## src/rtl/decode_stage.sv

```systemverilog
// Decode stage of a five-stage RV32I-subset pipeline: register file with
// write-through bypass, control/immediate decode, and the D/E pipeline register.
module decode_stage (
    input  logic        clk,
    input  logic        reset,
    input  logic [31:0] InstrD,
    input  logic [31:0] PCD,
    input  logic [31:0] PCPlus4D,
    input  logic        RegWriteW,
    input  logic [4:0]  RdW,
    input  logic [31:0] ResultW,
    input  logic        FlushE,
    output logic        RegWriteE,
    output logic [1:0]  ResultSrcE,
    output logic        MemWriteE,
    output logic        JumpE,
    output logic        BranchE,
    output logic [2:0]  ALUControlE,
    output logic        ALUSrcE,
    output logic [31:0] RD1E,
    output logic [31:0] RD2E,
    output logic [31:0] ImmExtE,
    output logic [4:0]  Rs1E,
    output logic [4:0]  Rs2E,
    output logic [4:0]  RdE,
    output logic [31:0] PCE,
    output logic [31:0] PCPlus4E
);

    localparam logic [6:0] OP_R    = 7'h33;
    localparam logic [6:0] OP_I    = 7'h13;
    localparam logic [6:0] OP_LW   = 7'h03;
    localparam logic [6:0] OP_SW   = 7'h23;
    localparam logic [6:0] OP_BEQ  = 7'h63;
    localparam logic [6:0] OP_JAL  = 7'h6F;

    logic [31:0] rf_q [0:31];

    logic [6:0]  opcode;
    logic [2:0]  funct3;
    logic        funct7b5;
    logic [4:0]  rs1, rs2, rd;
    logic        wr_en;

    logic        reg_write_d, mem_write_d, jump_d, branch_d, alu_src_d;
    logic [1:0]  result_src_d;
    logic [2:0]  alu_ctrl_d;
    logic [31:0] imm_d, rd1_d, rd2_d;

    logic        reg_write_q, mem_write_q, jump_q, branch_q, alu_src_q;
    logic [1:0]  result_src_q;
    logic [2:0]  alu_ctrl_q;
    logic [31:0] rd1_q, rd2_q, imm_q, pc_q, pc_plus4_q;
    logic [4:0]  rs1_q, rs2_q, rd_q;

    assign opcode   = InstrD[6:0];
    assign funct3   = InstrD[14:12];
    assign funct7b5 = InstrD[30];
    assign rs1      = InstrD[19:15];
    assign rs2      = InstrD[24:20];
    assign rd       = InstrD[11:7];
    assign wr_en    = reset && RegWriteW && (RdW != 5'd0);

    function automatic logic [2:0] alu_map(input logic [2:0] f3, input logic sub);
        case (f3)
            3'b000:  alu_map = sub ? 3'b001 : 3'b000;
            3'b111:  alu_map = 3'b010;
            3'b110:  alu_map = 3'b011;
            3'b010:  alu_map = 3'b101;
            default: alu_map = 3'b000;
        endcase
    endfunction

    // x0 is hardwired; a same-cycle writeback to the read index wins over the array.
    function automatic logic [31:0] rf_read(input logic [4:0] idx, input logic [31:0] stored);
        if (idx == 5'd0)
            rf_read = 32'd0;
        else if (wr_en && (RdW == idx))
            rf_read = ResultW;
        else
            rf_read = stored;
    endfunction

    assign rd1_d = rf_read(rs1, rf_q[rs1]);
    assign rd2_d = rf_read(rs2, rf_q[rs2]);

    always_ff @(posedge clk) begin
        if (!reset) begin
            for (int i = 0; i < 32; i++) rf_q[i] <= 32'd0;
        end else if (wr_en) begin
            rf_q[RdW] <= ResultW;
        end
    end

    always_comb begin
        reg_write_d  = 1'b0;
        result_src_d = 2'b00;
        mem_write_d  = 1'b0;
        jump_d       = 1'b0;
        branch_d     = 1'b0;
        alu_ctrl_d   = 3'b000;
        alu_src_d    = 1'b0;
        // Unrecognised opcodes still carry the I-format immediate as data.
        imm_d        = {{20{InstrD[31]}}, InstrD[31:20]};
        case (opcode)
            OP_R: begin
                reg_write_d = 1'b1;
                alu_ctrl_d  = alu_map(funct3, funct7b5);
            end
            OP_I: begin
                reg_write_d = 1'b1;
                alu_src_d   = 1'b1;
                alu_ctrl_d  = alu_map(funct3, 1'b0);
            end
            OP_LW: begin
                reg_write_d  = 1'b1;
                alu_src_d    = 1'b1;
                result_src_d = 2'b01;
            end
            OP_SW: begin
                mem_write_d = 1'b1;
                alu_src_d   = 1'b1;
                imm_d       = {{20{InstrD[31]}}, InstrD[31:25], InstrD[11:7]};
            end
            OP_BEQ: begin
                branch_d   = 1'b1;
                alu_ctrl_d = 3'b001;
                imm_d      = {{19{InstrD[31]}}, InstrD[31], InstrD[7],
                              InstrD[30:25], InstrD[11:8], 1'b0};
            end
            OP_JAL: begin
                jump_d       = 1'b1;
                reg_write_d  = 1'b1;
                result_src_d = 2'b10;
                imm_d        = {{11{InstrD[31]}}, InstrD[31], InstrD[19:12],
                                InstrD[20], InstrD[30:21], 1'b0};
            end
            default: ;
        endcase
    end

    always_ff @(posedge clk) begin
        if (!reset || FlushE) begin
            reg_write_q  <= 1'b0;
            result_src_q <= 2'b00;
            mem_write_q  <= 1'b0;
            jump_q       <= 1'b0;
            branch_q     <= 1'b0;
            alu_ctrl_q   <= 3'b000;
            alu_src_q    <= 1'b0;
            rd1_q        <= 32'd0;
            rd2_q        <= 32'd0;
            imm_q        <= 32'd0;
            rs1_q        <= 5'd0;
            rs2_q        <= 5'd0;
            rd_q         <= 5'd0;
            pc_q         <= 32'd0;
            pc_plus4_q   <= 32'd0;
        end else begin
            reg_write_q  <= reg_write_d;
            result_src_q <= result_src_d;
            mem_write_q  <= mem_write_d;
            jump_q       <= jump_d;
            branch_q     <= branch_d;
            alu_ctrl_q   <= alu_ctrl_d;
            alu_src_q    <= alu_src_d;
            rd1_q        <= rd1_d;
            rd2_q        <= rd2_d;
            imm_q        <= imm_d;
            rs1_q        <= rs1;
            rs2_q        <= rs2;
            rd_q         <= rd;
            pc_q         <= PCD;
            pc_plus4_q   <= PCPlus4D;
        end
    end

    assign RegWriteE   = reg_write_q;
    assign ResultSrcE  = result_src_q;
    assign MemWriteE   = mem_write_q;
    assign JumpE       = jump_q;
    assign BranchE     = branch_q;
    assign ALUControlE = alu_ctrl_q;
    assign ALUSrcE     = alu_src_q;
    assign RD1E        = rd1_q;
    assign RD2E        = rd2_q;
    assign ImmExtE     = imm_q;
    assign Rs1E        = rs1_q;
    assign Rs2E        = rs2_q;
    assign RdE         = rd_q;
    assign PCE         = pc_q;
    assign PCPlus4E    = pc_plus4_q;

endmodule

```

## config.mk

```make
export PLATFORM = sky130hd
export DESIGN_NAME = decode_stage
export DESIGN_NICKNAME = d
export VERILOG_FILES = /design/src/rtl/decode_stage.sv
export SDC_FILE = /design/constraint.sdc
export NUM_CORES = 2
export LEC_CHECK = 0
export CAP_MARGIN = 40
export CORE_AREA = 2 2 357 359
export CTS_CLUSTER_DIAMETER = 120
export CTS_CLUSTER_SIZE = 16
export DETAILED_ROUTE_END_ITERATION = 10
export DIE_AREA = 0 0 359 361
export GPL_TIMING_DRIVEN = 0
export MAX_ROUTING_LAYER = met4
export PLACE_DENSITY_LB_ADDON = 0.15
export SYNTH_ARGS = -nofsm -noshare
export SYNTH_HDL_FRONTEND = slang
export SYNTH_SLANG_ARGS = --single-unit
```

## constraint.sdc

```tcl
create_clock -name clk -period 12.8 [get_ports clk]
set_input_delay 3.2 -clock clk [delete_from_list [all_inputs] [get_ports clk]]
set_output_delay 3.2 -clock clk [all_outputs]
set_load 0.01 [all_outputs]
```

# --- Word-level counts from Yosys, hierarchy flattened ---
# Memory sizes are Yosys's and may differ from the RTL's. A register that Yosys moved wholly into a read port is not among the register bits.
# Cells that the tools add are included.
classes:
  eq_ne: 9
  n_mux: 18
  reduce_logical: 13
op_table:
  columns: ["cell", "n"]
  rows:
  - ["20-bit one-hot mux with 3 select lines", 1]
  - ["32-bit two-way mux", 1]
  - ["32-bit OR reduction", 1]
  - ["3-bit one-hot mux with 3 select lines", 2]
  - ["7-bit by 6-bit == test with 1-bit output, second input constant", 2]
  - ["7-bit == test, second input constant", 2]
  - ["3-bit one-hot mux with 4 select lines", 1]
  - ["1-bit two-way mux", 11]
  - ["5-bit logical NOT", 2]
  - ["7-bit by 2-bit == test with 1-bit output, second input constant", 1]
  - ["7-bit by 5-bit == test with 1-bit output, second input constant", 1]
  - ["3-bit == test, second input constant", 2]
  - ["5-bit two-way mux", 1]
  - ["5-bit nonzero test", 1]
  - ["2-bit one-hot mux with 2 select lines", 1]
  - ["2-bit OR reduction", 2]
  - ["4-bit OR reduction", 1]
  - ["3-bit by 2-bit == test with 1-bit output, second input constant", 1]
  - ["3-bit logical NOT", 1]
  - ["3-bit OR reduction", 1]
  - ["1-bit logical AND", 2]
  - ["1-bit logical NOT", 1]
  - ["1-bit logical OR", 1]
totals:
  register_bits: 110
  ramBits: 1024
  output_inout_bits: 185
  wordCells: 54
  mem_count: 1
memory_table:
  columns: ["memory", "words", "word_bits", "read_ports", "rd_ports_with_merged_regs", "write_ports", "line_no", "text"]
  rows:
  - ["rf_q", 32, 32, 2, 2, 32, "37", "logic [31:0] rf_q [0:31];"]

# --- Logic depth before layout (Yosys ltp) ---
depth:
  depth_word: 7
  depth_mapped: 9
  mapped_depth_nobuf: 5

# --- Worst setup path after synthesis ---
# No wires, ideal clock.
synth_timing:
  path_kind: "input to register"
  startpoint: "input reset"
  endpoint: "memory rf_q[4][0], enable pin"
  setup_time_ns: 0.466
  t_arrival_ns: 6.338
  required_time_ns: 12.334
  path_slack_ns: 5.997
  cell_stages: 6
  n_path_buf: 2
  cell_sequence: "clkbuf_1 > nand2_1 > nor2_1 > nand3b_1 > clkbuf_1 > o21ai_0"
synth_lines:
  columns: ["item", "line_no", "text"]
  rows:
  - ["start, declared", "5", "input logic reset,"]
  - ["end, declared", "37", null]

# --- Final worst setup path ---
layout_timing:
  startpoint: "input InstrD[19]"
  endpoint: "register rd1_q[14], in the netlist RD1E[14], read port of rf_q"
layout_via:
  elab_chain_len: 2
layout_rtl:
  columns: ["item", "line_no", "text"]
  rows:
  - ["start, declared", "6", "input logic [31:0] InstrD,"]
  - ["5-bit logical NOT", "76", "if (idx == 5'd0)"]
  - ["2-bit OR reduction (no line)", null, null]
  - ["end, declared", "53", "logic [31:0] rd1_q, rd2_q, imm_q, pc_q, pc_plus4_q;"]
# Several ways; a longest one is shown, not always the timed one.
# A chain may end at the register's enable or synchronous reset.

==> reports/metrics.yaml <==
worst_setup_path:
  worstSetupStartpointType: "primary input"
  required_ps: 13360
  crit_arrival_ps: 7610
  path_class: "in2reg"
  path_cells: "clkdlybuf4s50_1 > clkbuf_1 > clkinv_1 > nor2_1 > clkbuf_1 > a22oi_1 > a21oi_1 > a211o_1"
  crit_top_cell: "clkbuf_1"
  endpoint_kind: "flip-flop"
  slowest_stage: "nor2_1"
  worst-path-max-fanout: 10
  cp_top_family: "buffers and inverters"
  cp_slowest_stage_delay_ps: 830
  crit_buf_inv: 4
synthesis:
  synth_edf_count: 1024
  ys_seq_elements: 1198
  async_flop_share_pct: 0
  ys_seq_area_share_pct: 58.2
  yosysTopAreaCell: "edfxtp_1"
  syn_inst: 3893
  synth.distinct_cells: 45
  syn_area_um2: 58800
  ys_warn_count: 0
  synth-main-ff-cell: "edfxtp_1"
  syn_area_per_cell_um2: 15.1
  yosys-top-cells-area: "edfxtp_1, mux4_2, and2_1"
  synth_top_area_share_pct: 52.3
timing:
  finClkSkew_ps: 41.9
  clock.fmax_mhz: 142
  setup_tns_ps: 0
  setup_viol: 0
  relSlewSlack_pct: 23.0
  slew_viol_final: 0
  rsz0062_at_grt: "false"
  finalCritPeriodShare_pct: 55.1
  tightestPinTransition_ps: 1160
  hold_viol: 0
  fin_crit_ps: 7050
routing:
  wirelength_mm: 227
  routed_via_density: 6.53
  drcViolationCount: 0
  vias: 40300
  ant_nets: 0
  drtIter0Drc: 6847
  post_drt_wl_per_cell_um: 36.8
  drtPass1Iterations: 6
global_route:
  grt.total_usage_pct: 35.9
  use_met1_pct: 43.0
  use_met3_pct: 8.45
  grt_busiest_layer: "met2"
  grt_max_degree: 22
  grtUsageMet2_pct: 53.2
  grt_pass1_vias: 39200
  grt_pass1_wl_mm: 311
  overflow: 0
  antenna_found_initial: 17
clocking:
  cts.clk_slew.worst_paths_ps: 70
  post_cts_buffers: 0
  cts_buffers: 84
  h-tree-depth: 3
  cts_tree: "done"
  worstSkewPairLatency_ps: 720
  postCtsHoldBufs: 0
  cts_root_buf: "clkbuf_16"
  cts_max_path_buffers: 3
  post_cts_resized: 0
  cts_sinks: 1198
min_path:
  hold_path.class: "reg2reg"
die:
  dieArea_um2: 130000
  boundaryPins: 322
  die_h_um: 361
  dieWidth_um: 359
  initial_utilization_pct: 46.9
  core_area_um2: 125000
  rows: 130
placement:
  hpwlAfterDp_mm: 169
  dp.cells: 6006
  gp_congestion: 1.01
  port_buffers: 312
cells_and_area:
  fin_cells: 6179
  layout_common_cells: "and2_1, edfxtp_1, mux4_2"
  final_common_cell: "and2_1"
  fin_nets: 4582
  area_delta_synth_final_pct: 17.1
  fillers: 10300
  drive_gt1_share_pct: 18.2
power:
  power_mw: 8.46
  ir_drop_uv: 103
  power_density_nw_per_um2: 123
  power.leakage_nw: 23.8
status:
  status: "complete, no violations"
flow_run:
  max_cap_viol_count: 0
-- worst min-delay path: stages, from the launching register on --
cell	delay, ps
edfxtp_1	340
mux4_2	230
a22oi_1	60
a21oi_1	120
a211o_1	140
-- report_power, final --
group          internal, mW  switching (mW)  total, mW
Combinational         0.506           0.699       1.21
Clock                  1.30            1.42       2.73
Sequential             4.44          0.0971       4.53
Total                  6.25            2.22       8.46
-- flip-flops by register name, indices dropped and copies added (netlist names), 2 cells and up --
name and count:
RD1E 32, RdE 5, ResultSrcE 2, RD2E 32, Rs2E 5, rf_q 1024, ALUControlE 3, Rs1E 5
PCPlus4E 32, ImmExtE 21, PCE 32
-- metal layers --
| metal | routed length [um] | vias up | share of wire, % |
|---|---|---|---|
| li1 | - | 16000 | - |
| met1 | 80100 | 20600 | 35 |
| met2 | 101000 | 3065 | 44 |
| met3 | 25700 | 648 | 11 |
| met4 | 20700 | 0 | 9.1 |
| met5 | 0 | - | 0 |
-- synth_stat cells, types with 46 or more instances --
master,n
clkbuf_1,319
buf_2,62
a22oi_1,160
dfxtp_1,174
nor2_1,46
mux4_2,480
mux2i_1,128
a21oi_1,93
edfxtp_1,1024
and2_1,1077
a221oi_1,64
-- per-stage QoR --
stage / hold WS [ps] / utilization (%) / area [um^2] / setup WS (ps)
after detailed placement: 903 / 52.9 / 66400 / 5560
final: 928 / 54.9 / 68900 / 5750
after CTS: 918 / 54.9 / 68900 / 6240
after floorplan: 773 / - / 59000 / 6000
after global placement: 910 / 51.2 / 64100 / 1000
after global routing: 987 / 54.9 / 68900 / 6010
-- final timing paths --
check,to,cells after the start,slack (ps),startpoint
worst max-delay path,RD1E[14],8,5750,InstrD[19]
worst min-delay path,RD1E[10],4,930,rf_q[12][10]
worst max register to register,RD1E[18],4,10480,rf_q[7][18]
worst min register to register,RD1E[10],4,930,rf_q[12][10]
-- logic make-up after synthesis --
kind of cell           synth area share (%)
multiplexers                           20.6
AO/OA/AOI/OAI                          5.75
buffers and inverters                  3.00
AND/OR/NAND/NOR                        12.3
XOR/XNOR                              0.149
other                               0.00637
flip-flops                             58.2
-- area by class of cell --
type | instances | area [um^2] | share of cell area, %
Sequential cell | 1198 | 34200 | 49.7
Multi-Input combinational cell | 2294 | 23300 | 33.8
Timing Repair Buffer | 435 | 4980 | 7.23
Clock buffer | 154 | 2460 | 3.57
Tap cell | 1650 | 2060 | 3.00
Buffer | 425 | 1750 | 2.53
Clock inverter | 3 | 45.0 | 0.0654
Antenna cell | 13 | 32.5 | 0.0472
Inverter | 7 | 26.3 | 0.0381
Power figures use the tool's default switching activity.
